$ cat config.mk
export PLATFORM = sky130hd
export DESIGN_NAME = sprite_motion_ctrl
export DESIGN_NICKNAME = d
export VERILOG_FILES = /design/src/rtl/sprite_motion_ctrl.sv
export SDC_FILE = /design/constraint.sdc
export NUM_CORES = 1
export LEC_CHECK = 0
export BUFFER_PORTS_ARGS = -buffer_cell sky130_fd_sc_hd__buf_2
export CELL_PAD_IN_SITES_DETAIL_PLACEMENT = 0
export CELL_PAD_IN_SITES_GLOBAL_PLACEMENT = 2
export CORE_UTILIZATION = 36
export CTS_CLUSTER_DIAMETER = 150
export DETAILED_ROUTE_END_ITERATION = 8
export PLACE_DENSITY_LB_ADDON = 0.2
export SLEW_MARGIN = 0
export SYNTH_ARGS = -nofsm -noshare
export SYNTH_HDL_FRONTEND = slang
export SYNTH_SLANG_ARGS = --single-unit
$ cat constraint.sdc
create_clock -name frame_clk -period 6.3 [get_ports frame_clk]
set_input_delay 0.63 -clock frame_clk [delete_from_list [all_inputs] [get_ports frame_clk]]
set_output_delay 0.63 -clock frame_clk [all_outputs]
set_load 0.005 [all_outputs]
$ cat src/rtl/sprite_motion_ctrl.sv
// Keyboard-driven motion controller for a single sprite, updated once per frame_clk (vsync).
// Each axis carries a signed velocity with acceleration, friction and saturation. SPACE
// toggles pause, and edge_mode chooses what happens at the playfield limits.
//
// Ports:
//   frame_clk  in   frame-rate clock; all state changes on posedge
//   Reset      in   synchronous, active-high
//   keycode    in   8-bit HID keycode (W=1A up, S=16 down, A=04 left, D=07 right, SPACE=2C)
//   edge_mode  in   0 bounce, 1 wrap, 2 clamp, 3 bounce
//   PosX/PosY  out  sprite centre, unsigned 10-bit
//   Size       out  constant sprite half-width
//   VelX/VelY  out  registered signed velocity
//   edge_hit   out  one-frame pulse after any X or Y limit event
//   state      out  FSM state: 0 idle, 1 move, 2 pause
module sprite_motion_ctrl #(
  parameter int unsigned X_CENTER  = 320,
  parameter int unsigned Y_CENTER  = 240,
  parameter int unsigned X_MIN     = 0,
  parameter int unsigned X_MAX     = 639,
  parameter int unsigned Y_MIN     = 0,
  parameter int unsigned Y_MAX     = 479,
  parameter int unsigned SIZE      = 16,
  parameter int unsigned VEL_W     = 6,
  parameter int unsigned MAX_SPEED = 4,
  parameter int unsigned ACCEL     = 1,
  parameter int unsigned FRICTION  = 1
) (
  input  logic                    frame_clk,
  input  logic                    Reset,
  input  logic [7:0]              keycode,
  input  logic [1:0]              edge_mode,
  output logic [9:0]              PosX,
  output logic [9:0]              PosY,
  output logic [9:0]              Size,
  output logic signed [VEL_W-1:0] VelX,
  output logic signed [VEL_W-1:0] VelY,
  output logic                    edge_hit,
  output logic [1:0]              state
);

  typedef enum logic [1:0] {
    StIdle  = 2'd0,
    StMove  = 2'd1,
    StPause = 2'd2
  } state_e;

  typedef struct packed {
    logic             hit;
    logic [9:0]       pos;
    logic [VEL_W-1:0] vel;
  } axis_t;

  // All position arithmetic is done in 12-bit signed so n - SIZE can go below zero.
  localparam logic signed [11:0] SizeS  = 12'(SIZE);
  localparam logic signed [11:0] XMinS  = 12'(X_MIN);
  localparam logic signed [11:0] XMaxS  = 12'(X_MAX);
  localparam logic signed [11:0] YMinS  = 12'(Y_MIN);
  localparam logic signed [11:0] YMaxS  = 12'(Y_MAX);
  localparam logic signed [11:0] MaxSpd = 12'(MAX_SPEED);
  localparam logic signed [11:0] AccS   = 12'(ACCEL);
  localparam logic signed [11:0] FricS  = 12'(FRICTION);

  localparam logic [7:0] KeyUp    = 8'h1A;
  localparam logic [7:0] KeyDown  = 8'h16;
  localparam logic [7:0] KeyLeft  = 8'h04;
  localparam logic [7:0] KeyRight = 8'h07;
  localparam logic [7:0] KeySpace = 8'h2C;

  function automatic logic signed [11:0] sext_vel(input logic [VEL_W-1:0] v);
    return {{(12 - VEL_W){v[VEL_W-1]}}, v};
  endfunction

  // One axis of velocity: accelerate toward a held key (through zero, saturating),
  // otherwise decay toward zero by FRICTION.
  function automatic logic [VEL_W-1:0] vel_step(input logic [VEL_W-1:0] v,
                                                input logic inc, input logic dec);
    logic signed [11:0] acc;
    acc = sext_vel(v);
    if (inc) begin
      acc = acc + AccS;
      if (acc > MaxSpd) acc = MaxSpd;
    end else if (dec) begin
      acc = acc - AccS;
      if (acc < -MaxSpd) acc = -MaxSpd;
    end else if ((acc <= FricS) && (acc >= -FricS)) begin
      acc = '0;
    end else if (acc > 0) begin
      acc = acc - FricS;
    end else begin
      acc = acc + FricS;
    end
    return acc[VEL_W-1:0];
  endfunction

  // Advance one axis by its new velocity and resolve limit events. hi and lo are
  // mutually exclusive given MIN+SIZE < MAX-SIZE.
  function automatic axis_t axis_resolve(input logic [9:0] pos, input logic [VEL_W-1:0] v,
                                         input logic signed [11:0] lim_lo,
                                         input logic signed [11:0] lim_hi,
                                         input logic [1:0] mode);
    axis_t              res;
    logic signed [11:0] n;
    logic signed [11:0] lo_pos;
    logic signed [11:0] hi_pos;
    logic [VEL_W-1:0]   absv;
    logic               hi;
    logic               lo;
    n      = $signed({2'b00, pos}) + sext_vel(v);
    lo_pos = lim_lo + SizeS;
    hi_pos = lim_hi - SizeS;
    hi     = (n + SizeS) >= lim_hi;
    lo     = (n - SizeS) <= lim_lo;
    absv   = v[VEL_W-1] ? (~v + 1'b1) : v;
    res.hit = hi | lo;
    res.pos = n[9:0];
    res.vel = v;
    if (hi) begin
      case (mode)
        2'd1:    res.pos = lo_pos[9:0];
        2'd2:    begin res.pos = hi_pos[9:0]; res.vel = '0; end
        default: begin res.pos = hi_pos[9:0]; res.vel = ~absv + 1'b1; end
      endcase
    end else if (lo) begin
      case (mode)
        2'd1:    res.pos = hi_pos[9:0];
        2'd2:    begin res.pos = lo_pos[9:0]; res.vel = '0; end
        default: begin res.pos = lo_pos[9:0]; res.vel = absv; end
      endcase
    end
    return res;
  endfunction

  state_e           r_state;
  state_e           w_state_next;
  logic [9:0]       r_pos_x;
  logic [9:0]       r_pos_y;
  logic [VEL_W-1:0] r_vel_x;
  logic [VEL_W-1:0] r_vel_y;
  logic             r_edge_hit;
  logic             r_space_prev;

  logic [9:0]       w_pos_x_next;
  logic [9:0]       w_pos_y_next;
  logic [VEL_W-1:0] w_vel_x_next;
  logic [VEL_W-1:0] w_vel_y_next;
  logic             w_edge_hit_next;

  logic             w_up;
  logic             w_down;
  logic             w_left;
  logic             w_right;
  logic             w_dir;
  logic             w_space;
  logic             w_space_edge;
  logic             w_run;
  logic [VEL_W-1:0] w_vx_step;
  logic [VEL_W-1:0] w_vy_step;
  axis_t            w_ax;
  axis_t            w_ay;

  assign w_up         = (keycode == KeyUp);
  assign w_down       = (keycode == KeyDown);
  assign w_left       = (keycode == KeyLeft);
  assign w_right      = (keycode == KeyRight);
  assign w_dir        = w_up | w_down | w_left | w_right;
  assign w_space      = (keycode == KeySpace);
  assign w_space_edge = w_space & ~r_space_prev;

  assign w_vx_step = vel_step(r_vel_x, w_right, w_left);
  assign w_vy_step = vel_step(r_vel_y, w_down, w_up);
  assign w_ax      = axis_resolve(r_pos_x, w_vx_step, XMinS, XMaxS, edge_mode);
  assign w_ay      = axis_resolve(r_pos_y, w_vy_step, YMinS, YMaxS, edge_mode);

  // A fresh SPACE press suppresses motion for the frame it arrives in.
  assign w_run = (r_state != StPause) && !w_space_edge;

  always_comb begin
    w_state_next    = r_state;
    w_pos_x_next    = r_pos_x;
    w_pos_y_next    = r_pos_y;
    w_vel_x_next    = r_vel_x;
    w_vel_y_next    = r_vel_y;
    w_edge_hit_next = 1'b0;

    case (r_state)
      StIdle: begin
        if (w_space_edge)  w_state_next = StPause;
        else if (w_dir)    w_state_next = StMove;
      end
      StMove: begin
        if (w_space_edge) begin
          w_state_next = StPause;
        end else if ((w_vx_step == '0) && (w_vy_step == '0) && !w_dir) begin
          w_state_next = StIdle;
        end
      end
      StPause: begin
        if (w_space_edge) begin
          w_state_next = ((r_vel_x | r_vel_y) != '0) ? StMove : StIdle;
        end
      end
      default: w_state_next = StIdle;
    endcase

    if (w_run) begin
      w_pos_x_next    = w_ax.pos;
      w_vel_x_next    = w_ax.vel;
      w_pos_y_next    = w_ay.pos;
      w_vel_y_next    = w_ay.vel;
      w_edge_hit_next = w_ax.hit | w_ay.hit;
    end
  end

  always_ff @(posedge frame_clk) begin
    // Tracked through reset so a key held across reset does not look like a new press.
    r_space_prev <= w_space;
    if (Reset) begin
      r_state    <= StIdle;
      r_pos_x    <= 10'(X_CENTER);
      r_pos_y    <= 10'(Y_CENTER);
      r_vel_x    <= '0;
      r_vel_y    <= '0;
      r_edge_hit <= 1'b0;
    end else begin
      r_state    <= w_state_next;
      r_pos_x    <= w_pos_x_next;
      r_pos_y    <= w_pos_y_next;
      r_vel_x    <= w_vel_x_next;
      r_vel_y    <= w_vel_y_next;
      r_edge_hit <= w_edge_hit_next;
    end
  end

  assign PosX     = r_pos_x;
  assign PosY     = r_pos_y;
  assign Size     = 10'(SIZE);
  assign VelX     = r_vel_x;
  assign VelY     = r_vel_y;
  assign edge_hit = r_edge_hit;
  assign state    = r_state;

endmodule

After elaboration in Yosys (flattened, before gate mapping)
Cells that the tools add are included.
- add/subtract/negate cells: 14
- order comparisons: 14
- equal/unequal tests: 13
- multiplexer cells: 33
- bitwise logic cells: 14
- reductions and logical operators: 13
- operators by type and width (cell ; count):
    6-bit 2-to-1 mux ; 14
    16-bit 2-to-1 mux ; 4
    6-bit one-hot mux with 2 select lines ; 4
    11-bit by 6-bit adder with 12-bit output ; 2
    12-bit by 6-bit adder with 12-bit output (second input constant) ; 2
    6-bit by 1-bit adder with 6-bit output (second input constant) ; 4
    12-bit by 1-bit less-or-equal comparator with 1-bit output (second input constant) ; 2
    6-bit inverter ; 4
    12-bit by 6-bit subtractor with 12-bit output (second input constant) ; 2
    10-bit 2-to-1 mux ; 2
    9-bit 2-to-1 mux ; 2
    8-bit by 3-bit equality test with 1-bit output (second input constant) ; 2
    8-bit by 5-bit equality test with 1-bit output (second input constant) ; 2
    6-bit by 2-bit adder with 7-bit output (second input constant) ; 2
    7-bit by 4-bit > comparator with 1-bit output (second input constant) ; 2
    7-bit by 3-bit < comparator with 1-bit output (second input constant) ; 2
    6-bit by 2-bit subtractor with 7-bit output (second input constant) ; 2
    12-bit by 10-bit greater-or-equal comparator with 1-bit output (second input constant) ; 1
    12-bit by 11-bit greater-or-equal comparator with 1-bit output (second input constant) ; 1
    6-bit by 1-bit greater-or-equal comparator with 1-bit output (second input constant) ; 2
    6-bit by 1-bit > comparator with 1-bit output (second input constant) ; 2
    6-bit by 2-bit less-or-equal comparator with 1-bit output (second input constant) ; 2
    6-bit zero test ; 2
    2-bit 2-to-1 mux ; 5
    other kinds (17) ; 32
- bits in registers: 36
- output and inout port bits: 45
- word-level logic and storage cells: 108

Depth between registers and ports, before layout
- depth in word-level cells: 12
- gate-level depth with buffers: 26
- gate-level depth less buffers: 24

Worst setup path before layout
No wires, ideal clock.
- path type: flip-flop to flip-flop
- from: register r_vel_y[0] (netlist: VelY[0])
- to: register r_pos_y[4] (netlist: PosY[4])
- library setup time: 122 ps
- arrival: 5557 ps
- required time: 6178 ps
- setup slack: 621 ps
- cell stages (with the launch flop): 24
- cells stage by stage: dfxtp_1 > clkbuf_1 > inv_1 > ha_1 > nor4b_1 > o2111ai_1 > a311o_1 > o31a_1 > o21ai_1 > clkbuf_1 > ha_1 > a21oi_1 > nor2_1 > o21ba_2 > nor3_1 > ha_1 > nand3_1 > or4b_2 > nor4_1 > nor3_1 > o21a_1 > a221oi_1 > a21oi_2 > a221o_1
- longest elaborated chain between the ends: 10
- elaborated cells between the ends (all ways): 21
- those cells by class: add/sub: 5; order compare: 7; mux: 8; reduce/logical: 1
- ends and longest elaborated chain (element ; RTL line ; RTL):
    start, declared ; 138 ; logic [VEL_W-1:0] r_vel_y;
    start signal, assigned ; 229 ; r_vel_y <= w_vel_y_next;
    6-bit by 2-bit subtractor with 7-bit output (tied with other cells) ; 88 ; acc = acc - FricS;
    7-bit by 3-bit < comparator with 1-bit output (tied with other cells) ; 84 ; if (acc < -MaxSpd) acc = -MaxSpd;
    6-bit 2-to-1 mux, on equally long branches ; 84, 85 ;
    6-bit 2-to-1 mux ; 82 ; end else if (dec) begin
    6-bit 2-to-1 mux (*) ; 79 ; if (inc) begin
    11-bit by 6-bit adder with 12-bit output (*) ; 108 ; n = $signed({2'b00, pos}) + sext_vel(v);
    12-bit by 6-bit subtractor with 12-bit output ; 112 ; lo = (n - SizeS) <= lim_lo;
    12-bit by 1-bit less-or-equal comparator with 1-bit output ; 112 ;
    16-bit 2-to-1 mux ; 123 ; end else if (lo) begin
    16-bit 2-to-1 mux (*) ; 117 ; if (hi) begin
    end signal, assigned ; 220 ; r_pos_y <= 10'(Y_CENTER);
    end signal, assigned ; 227 ; r_pos_y <= w_pos_y_next;
    end, declared ; 136 ; logic [9:0] r_pos_y;
Mark *: on every way between the ends. The rest lies on a longest branch, timed or not.
A chain may end at the register's enable or synchronous reset.

Worst setup path after layout
Ends and elaborated chain as after synthesis.

==> flow_summary.ini <==
[logic_synthesis]
ys_async_sr_fraction = 0
syn-instance-count = 751
synthesis.area_sq_mm = 0.00565
yosys_register_bits = 36
netlist_top_cells_area = sky130_fd_sc_hd__dfxtp_1, sky130_fd_sc_hd__ha_1, sky130_fd_sc_hd__a21oi_1
synth_edf_count = 0
syn-mean-instance-area_sq_um = 7.53
yosysWarnings = 0
synthDominantAreaCellType = sky130_fd_sc_hd__dfxtp_1
most_common_flop_cell_mapped_by_yosys = sky130_fd_sc_hd__dfxtp_1
synth_top_cell_area_share = 0.127
yosysUniqueCellTypes = 109
synth.yosys.seq_area_share = 0.127

[routing]
detail_route.drc_violations = 0
first_iter_violations = 427
totalWireLength_mm = 18.1
routed_wire_length_per_instance_um = 18.3
firstDrtPassIters = 7
final_antenna_violating_net_count = 0
vias_per_cell = 6.07
dr_total_vias = 6024

[sta]
max-slew-margin-rel = 0.448
fin_tns_setup_ns = 0
final_period_minus_worst_setup_slack_ns = 5.86
maxClockFrequency_mhz = 171
unrepaired_setup_endpoints_after_global_routing = false
report.final.slew_viol_count = 0
timing.final.setup_violations = 0
fin_crit_sh = 0.931
worst-slew-pin-transition_ns = 0.822
worst_clock_skew_ns = 0.00487
hold_viol_final = 0

[clocking]
cts-hold-fix-buffers = 0
ctsResizeCount = 0
post-cts-setup-buffers = 0
cts.sink_count = 36
cts.reportedPaths.clkPinSlew_ns = 0.06
clock_tree_from_tritoncts = yes
clockBufferDepth = 2
numCtsBuffers = 5
clock_latency_ns = 0.28
clock_root_buffer = sky130_fd_sc_hd__clkbuf_16
htreeDepth = 2

[global_routing]
grt_pass1_vias = 5527
grt_util_all_layers = 0.221
global_route_wire_length_before_repair_mm = 29.0
antenna_found_initial = 0
globalRouteOverflowTotal = 0
grt_max_degree = 30

[floorplanning]
placementRows = 45
initial_utilization = 0.370
chipHeight_um = 127
ioPinCount = 57
dieArea_sq_mm = 0.0162
die_w_um = 127
core_region_area_sq_mm = 0.0153

[worst_setup_path]
crit_buf_inv = 2
crit_chain = inv_1, ha_1, nor4b_2, o2111ai_1, a311o_1, and2b_1, nand2_1, nor2_2, ha_1, inv_1, fa_1, nand2b_1, a21oi_1, xnor2_1, ha_1, nand3_1, or4b_2, nor4_2, nor3_1, o21a_1, a221oi_1, a21oi_2, a221o_1
critical_path_required_ns = 6.47
cp_top_family = simple AND/OR/NAND/NOR gates
arrival_ns = 6.03
setup.worst_path.end_class = flip-flop
cp_common_cell = sky130_fd_sc_hd__ha_1
critical_path_class = flip-flop to flip-flop
critPathMaxFanout = 10
critical_path.slowest_cell = sky130_fd_sc_hd__or4b_2
max_stage_delay_ns = 0.63
cp-start-kind = flip-flop

[final_layout]
area_growth_pct = 10.1
ratio_of_cells_with_drive_above_1_in_the_final_layout = 0.174
total_number_of_nets_in_the_final_design = 839
mostFrequentLayoutCells = sky130_fd_sc_hd__nor2_1, sky130_fd_sc_hd__a21oi_1, sky130_fd_sc_hd__nand2_1, sky130_fd_sc_hd__buf_2, sky130_fd_sc_hd__ha_1
insertedDiodeCount = 0
final_common_cell = sky130_fd_sc_hd__nor2_1
fill_cells = 1579
final_core_occ = 0.408

[place]
detailedPlacementHpwl_mm = 14.0
port_buffers = 46
gpl.final_weighted_congestion = 0.876

[min_path]
min_path_type = flip-flop to flip-flop

[outcome]
result_of_the_run = finished clean

[job]
max_cap_violations = 0
worst register-to-register path: stages, from the launching register on:
cell	delay [ns]
sky130_fd_sc_hd__dfxtp_2	0.43
sky130_fd_sc_hd__inv_1	0.14
sky130_fd_sc_hd__ha_1	0.29
sky130_fd_sc_hd__nor4b_2	0.20
sky130_fd_sc_hd__o2111ai_1	0.29
sky130_fd_sc_hd__a311o_1	0.18
sky130_fd_sc_hd__and2b_1	0.20
sky130_fd_sc_hd__nand2_1	0.10
sky130_fd_sc_hd__nor2_2	0.20
sky130_fd_sc_hd__ha_1	0.27
sky130_fd_sc_hd__inv_1	0.07
sky130_fd_sc_hd__fa_1	0.45
sky130_fd_sc_hd__nand2b_1	0.19
sky130_fd_sc_hd__a21oi_1	0.21
sky130_fd_sc_hd__xnor2_1	0.24
sky130_fd_sc_hd__ha_1	0.21
sky130_fd_sc_hd__nand3_1	0.08
sky130_fd_sc_hd__or4b_2	0.63
sky130_fd_sc_hd__nor4_2	0.16
sky130_fd_sc_hd__nor3_1	0.15
sky130_fd_sc_hd__o21a_1	0.27
sky130_fd_sc_hd__a221oi_1	0.32
sky130_fd_sc_hd__a21oi_2	0.14
sky130_fd_sc_hd__a221o_1	0.32
sequential cells by signal (all words and copies together), names as in the netlist:
register / cells
edge_hit: 1
PosY: 10
VelX: 6
r_space_prev: 1
VelY: 6
state: 2
PosX: 10
per-stage QoR:
step                      instance area, sq um  std cells  setup slack (ns)  hold slack, ns
final                                     6220        993             0.436           0.523
after global routing                      6220        993            0.0573           0.565
after CTS                                 6190        993             0.180           0.532
after detailed placement                  6050        986             0.157           0.514
after global placement                    6050        986             0.351           0.505
after floorplan                           5680        759             0.621           0.477
cell type report:
class | count | area (sq um) | share of cell area
multi-input cells | 634 | 4570 | 0.734
flip-flops and latches | 36 | 722 | 0.116
repair buffers | 66 | 380 | 0.0611
well taps | 211 | 264 | 0.0424
inverters | 39 | 149 | 0.0239
clock buffers | 5 | 125 | 0.0201
clock inverters | 2 | 12.5 | 0.00201
Yosys cell counts, drive strengths merged, types with 6 or more instances:
master,count
a31o,6
a21oi,59
a211o,6
and3,8
o2111ai,8
a31oi,9
nand3,24
xor2,15
o221ai,8
o21a,9
o21ai,45
ha,43
buf,30
o311ai,8
nor3,22
or3,9
nor4b,6
nor2,64
o211ai,19
a21o,15
dfxtp,36
and2,11
nand2,54
inv,39
nor4,9
clkbuf,20
a221oi,6
nand4,9
nand2b,11
o22ai,6
o31ai,7
xnor2,22
a211oi,12
cell families after synthesis:
group | Yosys count | share of synthesized area
buffers and inverters | 89 | 0.0759
muxes | 6 | 0.0133
xor gates and xnor gates | 38 | 0.0626
AOI/OAI and AO/OA | 277 | 0.363
other | 2 | 0.00133
and+or+nand+nor | 258 | 0.254
adders and majority gates | 45 | 0.102
DFF | 36 | 0.127
path summary, 6_finish.rpt:
kind / slack, ns / to / cells after the start / from
worst max-delay path: 0.44 / PosY[4] / 23 / VelY[0]
worst min-delay path: 0.52 / PosX[8] / 1 / PosX[8]
worst min register to register: 0.52 / PosX[8] / 1 / PosX[8]
worst max register to register: 0.44 / PosY[4] / 23 / VelY[0]
layer usage:
layer / part of all wire / up-vias / wire length (um) / GRT usage
met5: 0 / - / 0 / 0
met2: 0.45 / 226 / 8240 / 0.366
met1: 0.47 / 2856 / 8560 / 0.306
met4: 0.015 / 0 / 265 / 0.0518
met3: 0.059 / 23 / 1060 / 0.0247
li1: - / 2919 / - / -
Power is not shown: default switching activity piles up to over one toggle a cycle in this logic, so the estimate is an artifact.
